File: src/rtl/sr_delay_pkg.sv
// Shared constants, stage word type and width helper for the sr_delay_line block.
// Optional ring-rotate feature is enabled by defining SR_DELAY_RECIRC_EN.
package sr_delay_pkg;

  localparam int unsigned DefWidth = 8;
  localparam int unsigned DefDepth = 16;

  typedef logic [DefWidth-1:0] stage_word_t;

  // $clog2 that never returns 0, so derived port widths stay legal.
  function automatic int unsigned clog2_min1(input int unsigned n);
    return (n <= 2) ? 1 : $clog2(n);
  endfunction

endpackage

File: src/rtl/sr_stage.sv
// One WIDTH-bit delay stage: async reset, synchronous clear, load enable.
module sr_stage
  import sr_delay_pkg::*;
#(
  parameter int unsigned WIDTH = DefWidth
) (
  input  logic             clk,
  input  logic             rst,
  input  logic             clear,
  input  logic             en,
  input  logic [WIDTH-1:0] d,
  output logic [WIDTH-1:0] q
);

  logic [WIDTH-1:0] q_d, q_q;

  always_comb begin
    q_d = q_q;
    if (clear) begin
      q_d = '0;
    end else if (en) begin
      q_d = d;
    end
  end

  always_ff @(posedge clk or posedge rst) begin
    if (rst) begin
      q_q <= '0;
    end else begin
      q_q <= q_d;
    end
  end

  assign q = q_q;

endmodule

File: src/rtl/sr_delay_line.sv
// Multi-channel shift-register delay line with fill tracking and runtime tap select.
// Defining SR_DELAY_RECIRC_EN adds a recirc input that rotates the chain as a ring.
module sr_delay_line
  import sr_delay_pkg::*;
#(
  parameter int unsigned WIDTH = DefWidth,
  parameter int unsigned DEPTH = DefDepth,
  localparam int unsigned TAPW = clog2_min1(DEPTH),
  localparam int unsigned CNTW = clog2_min1(DEPTH + 1)
) (
  input  logic             clk,
  input  logic             rst,
  input  logic             shift_en,
  input  logic             clear,
`ifdef SR_DELAY_RECIRC_EN
  input  logic             recirc,
`endif
  input  logic [WIDTH-1:0] din,
  input  logic [TAPW-1:0]  tap_sel,
  output logic [WIDTH-1:0] dout_tap,
  output logic             tap_valid,
  output logic [WIDTH-1:0] dout_last,
  output logic [CNTW-1:0]  fill,
  output logic             full
);

  logic [DEPTH-1:0][WIDTH-1:0] stage_q;
  logic [WIDTH-1:0]            head_d;
  logic                        rotate;
  logic [CNTW-1:0]             fill_d, fill_q;

`ifdef SR_DELAY_RECIRC_EN
  assign rotate = recirc;
`else
  assign rotate = 1'b0;
`endif

  assign head_d = rotate ? stage_q[DEPTH-1] : din;

  for (genvar i = 0; i < DEPTH; i++) begin : g_stage
    logic [WIDTH-1:0] d_in;
    if (i == 0) begin : g_head
      assign d_in = head_d;
    end else begin : g_body
      assign d_in = stage_q[i-1];
    end

    sr_stage #(
      .WIDTH(WIDTH)
    ) u_stage (
      .clk  (clk),
      .rst  (rst),
      .clear(clear),
      .en   (shift_en),
      .d    (d_in),
      .q    (stage_q[i])
    );
  end

  // A ring rotation moves existing data only, so it does not count as a fill.
  always_comb begin
    fill_d = fill_q;
    if (clear) begin
      fill_d = '0;
    end else if (shift_en && !rotate && (fill_q != CNTW'(DEPTH))) begin
      fill_d = fill_q + CNTW'(1);
    end
  end

  always_ff @(posedge clk or posedge rst) begin
    if (rst) begin
      fill_q <= '0;
    end else begin
      fill_q <= fill_d;
    end
  end

  always_comb begin
    dout_tap  = '0;
    tap_valid = 1'b0;
    if (32'(tap_sel) < DEPTH) begin
      dout_tap  = stage_q[tap_sel];
      tap_valid = fill_q > CNTW'(tap_sel);
    end
  end

  assign dout_last = stage_q[DEPTH-1];
  assign fill      = fill_q;
  assign full      = (fill_q == CNTW'(DEPTH));

endmodule

File: config.mk
export PLATFORM = sky130hd
export DESIGN_NAME = sr_delay_line
export DESIGN_NICKNAME = d
export VERILOG_FILES = /design/src/rtl/sr_delay_pkg.sv /design/src/rtl/sr_stage.sv /design/src/rtl/sr_delay_line.sv
export SDC_FILE = /design/constraint.sdc
export NUM_CORES = 1
export LEC_CHECK = 0
export CORE_MARGIN = 4
export CORE_UTILIZATION = 55
export DETAILED_ROUTE_END_ITERATION = 8
export PLACE_DENSITY_LB_ADDON = 0.05
export SKIP_LAST_GASP = 1
export SYNTH_ARGS = -nofsm -noshare
export SYNTH_HDL_FRONTEND = slang
export SYNTH_SLANG_ARGS = --single-unit
File: constraint.sdc
create_clock -name clk -period 7.23 [get_ports clk]
set_input_delay 0.723 -clock clk [delete_from_list [all_inputs] [get_ports clk]]
set_output_delay 0.723 -clock clk [all_outputs]
set_load 0.03 [all_outputs]
# Word-level counts from Yosys, hierarchy flattened
# Index checks and enable logic that the tools add are counted.
dict set report word_totals {
  out_inout_bits 23
  in_bits 16
  register_bits 133
}
dict set report classes {
  reduce_logical 3
  eq_ne 2
  mux 36
  n_addsub 1
  n_lt_le_gt_ge 2
}
# cell n
set op_table {}
lappend op_table {{$mux W8} 33}
lappend op_table {{$bmux W8 S4} 1}
lappend op_table {{$mux W5} 2}
lappend op_table {{$add A5 B1 Y5 const B} 1}
lappend op_table {{$eq A5 B5 Y1 const B} 1}
lappend op_table {{$gt A5 B4 Y1} 1}
lappend op_table {{$lt A4 B5 Y1 const B} 1}
lappend op_table {{$ne A5 B5 Y1 const B} 1}
lappend op_table {{$reduce_bool A2 Y1} 2}
lappend op_table {{$logic_and A1 B1 Y1} 1}

# Logic depth before layout (Yosys ltp)
dict set report logic_depth {
  ltp_word 4
  mapped_depth 8
}

# Modules after synthesis
# From an unflattened synthesis, not the netlist that was laid out.
dict set report hier_totals {
  hier_cells 541
  hier_area_um2 6622.6
}
# mod n_inst cells_each area_each_um2
set modules_own_cells {}
lappend modules_own_cells {sr_stage 16 27 329.1}
lappend modules_own_cells {sr_delay_line 1 109 1357.6}

# Least setup slack after synthesis
# Ideal clock, no wire load.
dict set report synth_timing {
  path_type {input to output}
  from {in tap_sel[1]}
  to {out tap_valid}
  path_stages 8
  slack_ns 4.161
  arrival_time_ns 2.346
  cell_sequence {buf_6 > buf_6 > buf_2 > inv_1 > ha_1 > nand4_1 > nand2_1 > o21ai_0}
}
dict set report synth_between {
  elab_chain_cells 1
}
# item line
set synth_lines {}
lappend synth_lines {{from (decl)} sr_delay_line.sv:19} ;# input logic [TAPW-1:0] tap_sel,
lappend synth_lines {{$gt A5 B4 Y1} sr_delay_line.sv:83} ;# tap_valid = fill_q > CNTW'(tap_sel);
lappend synth_lines {{to (decl)} sr_delay_line.sv:21} ;# output logic tap_valid,
# Every way passes these cells.

# Worst setup path after layout
dict set report layout_timing {
  from {in tap_sel[0]}
  to {out dout_tap[7]}
}
dict set report layout_between {
  elab_chain_cells 2
}
# item line
set layout_lines {}
lappend layout_lines {{$bmux W8 S4} sr_delay_line.sv:82} ;# dout_tap = stage_q[tap_sel];
lappend layout_lines {{$mux W8 (implied by the code)} sr_delay_line.sv:82}
lappend layout_lines {{to (decl)} sr_delay_line.sv:20} ;# output logic [WIDTH-1:0] dout_tap,
# Every way passes these cells. The select of a mux whose other input is x is not followed.

==> impl_metrics.tcl <==
set metrics [dict create \
    status "finished clean" \
    die_w_um 117 \
    drive_gt1_frac 0.0903 \
    worstPathArrival_ps 3110 \
    synth.mux.area_fraction 0.317 \
    synth_warnings 0 \
    r2r_slack_ps 5830 \
    synth-seq-area-share 0.512 \
    ios 39 \
    dr.pass1.iters 5 \
    whs_ps 540 \
    core_area_um2 11500 \
    cp_max_fo 33 \
    area_growth_pct 13.5 \
    seqPwrFrac 0.460 \
    cts_resized 0 \
    final_antenna_net_count 0 \
    max_slew.worst_pin.slew_ps 1020 \
    async_flop_share 1.00 \
    rsz0062_at_grt "no" \
    drv_cap 0 \
    antenna_found_initial 0 \
    post_cts_buffers 0 \
    drc 0 \
    hp-class "flip-flop to flip-flop" \
    p_sw_mw 0.364 \
    post-synth-top-count-cell "nor2_1" \
    netlist.area_leader.share 0.512 \
    grt-ovfl-total 0 \
    setup_viol 0 \
    gp_congestion 0.774 \
    timing.rr.start "fill[0]" \
    wl_per_cell_um 18.0 \
    grt_max_degree 94 \
    grtUsageTotal 0.205 \
    seq_area_um2 3330 \
    critPathKind "input pin to primary output" \
    cts_buffer_depth 2 \
    endpoint_kind "primary output" \
    r2r-end "fill[2]" \
    syn_nets 545 \
    finClkSkew_ps 6.95 \
    vdd_drop_max_uv 197 \
    synthFlopType "dfrtp_1" \
    synth-seq-cells 133 \
    internal-power_mw 1.28 \
    syn_avg_cell_area_um2 12.4 \
    max_freq_mhz 261 \
    critPathLaunchType "input pin" \
    clk_latency_ps 410 \
    vias_per_cell 5.73 \
    synth_cells 523 \
    hold_viol 0 \
    netlist_top_cells_count "nor2_1 (136), dfrtp_1 (133), mux2i_1 (128)" \
    max_slew_margin 0.320 \
    sw_frac_of_total 0.221 \
    dp_hpwl_um 7420 \
    synth_top_family_by_area "multiplexers" \
    row_count 39 \
    drt_iter0_markers 378 \
    synthSimpleGateAreaFrac 0.0911 \
    cts_tree "done" \
    p_clk_frac 0.470 \
    synth_compound_area_frac 0.0227 \
    portBuffers 38 \
    synthAdderAreaFrac 0.0116 \
    grt_pass1_vias 3983 \
    synth_edf_count 0 \
    grt_pass1_wl_um 21100 \
    antenna_cells 0 \
    fin_crit_ps 3830 \
    cts.clk_slew.worst_paths_ps 50 \
    worstRegToRegCells 6 \
    wl_um 12500 \
    dieArea_um2 13600 \
    slew_viol_final 0 \
    fin_tns_setup_ps 0 \
    p_leak_nw 3.73 \
    required_ps 6510 \
    final_nets 567 \
    cp-endpoint "dout_tap[7]" \
    fin_crit_sh 0.530 \
    fillCellCount 882 \
    start_util 0.566 \
    synth.area.top_cells "dfrtp_1 (51%), mux2i_1 (20%), nor2_1 (7.9%), mux4_1 (6.5%), mux4_2 (5.5%)" \
    htree_levels 4 \
    p_per_area_nw_per_um2 223 \
    critPathLaunch "tap_sel[0]" \
    yosysTopAreaCell "dfrtp_1" \
    p_comb_frac 0.070 \
    cts-root-buf "clkbuf_16" \
    synth_xor_area_frac 0.00539 \
    synthesis.area_um2 6490 \
    cts_hold_buf 0 \
    clock_sinks 133 \
    cts_buffers 17 \
    vias 3996 \
    die_h_um 117 \
    ys_types 22 \
    multi_input_area_um2 2910 \
]
-- worst min-delay path by stage --
stage | to | slack [ps] | cells after the start | from
after detailed placement | g_stage[13].u_stage.q[1] | 530 | 2 | g_stage[13].u_stage.q[1]
after global routing | g_stage[7].u_stage.q[2] | 570 | 2 | g_stage[7].u_stage.q[2]
after floorplan | g_stage[10].u_stage.q[3] | 500 | 2 | g_stage[10].u_stage.q[3]
final | g_stage[11].u_stage.q[1] | 540 | 2 | g_stage[10].u_stage.q[1]
after global placement | g_stage[14].u_stage.q[2] | 520 | 2 | g_stage[13].u_stage.q[2]
after CTS | g_stage[9].u_stage.q[4] | 550 | 2 | g_stage[9].u_stage.q[4]
-- flip-flops by register name, summed over array words and instances (netlist names) --
register / cells
g_stage.u_stage.q: 128
fill: 5
-- logic make-up (layout without fill, tap and decap cells) --
group,count (synthesis),count (layout)
multiplexers,160,160
AO/OA/AOI/OAI,21,21
XOR/XNOR,4,4
adder cells (fa/ha/maj),6,6
flip-flops,133,133
AND/OR/NAND/NOR,153,153
buffers and inverters,46,77
-- worst max-delay path: stages --
cell and delay (ps):
buf_2 750, mux4_1 650, a22oi_1 270, nand2_1 100, clkdlybuf4s50_1 590
-- metal layers --
metal	vias up	track usage	part of all wire	wire length [um]
li1	1890	-	-	-
met1	2036	0.298	0.48	6000
met2	62	0.300	0.48	6030
met3	8	0.0518	0.030	377
met4	0	0.0749	0.0097	122
met5	-	0	0	0
-- power by group through the flow --
stage / Sequential (mW) / Clock, mW / Combinational (mW)
detailed placement: 0.771 / 0 / 0.118
finish: 0.758 / 0.774 / 0.115
floorplan: 0.771 / 0 / 0.0895
global placement: 0.770 / 0 / 0.117
global route: 0.758 / 0.833 / 0.127
CTS: 0.758 / 0.791 / 0.118
-- layout make-up --
type                    instances  share of cell area
repair buffers                 41              0.0531
inverters                       8             0.00475
clock inverters                 6             0.00747
flip-flops and latches        133               0.451
well taps                     143              0.0243
multi-input cells             344               0.395
clock buffers                  22              0.0643
-- through the flow --
step	area (um2)	total power, mW	cells	setup WS, ps	utilization
6_report	7370	1.65	697	3400	0.643
5_1_grt	7370	1.72	697	3200	0.643
4_1_cts	7370	1.67	697	3350	0.643
3_5_place_dp	6850	0.889	669	3350	0.597
3_3_place_gp	6850	0.887	669	3340	0.597
2_1_floorplan	6490	0.860	523	2950	-
-- cell usage in the layout, fill, tap and decap left out, drive strengths merged, types with 6 or more instances in the layout --
cell type      instances
nand2                 11
mux2i                128
clkbuf                22
nor2                 136
a22oi                 16
clkdlybuf4s50         34
mux4                  32
ha                     6
buf                    7
dfrtp                133
inv                    8
(Power assumes the default switching activity.)
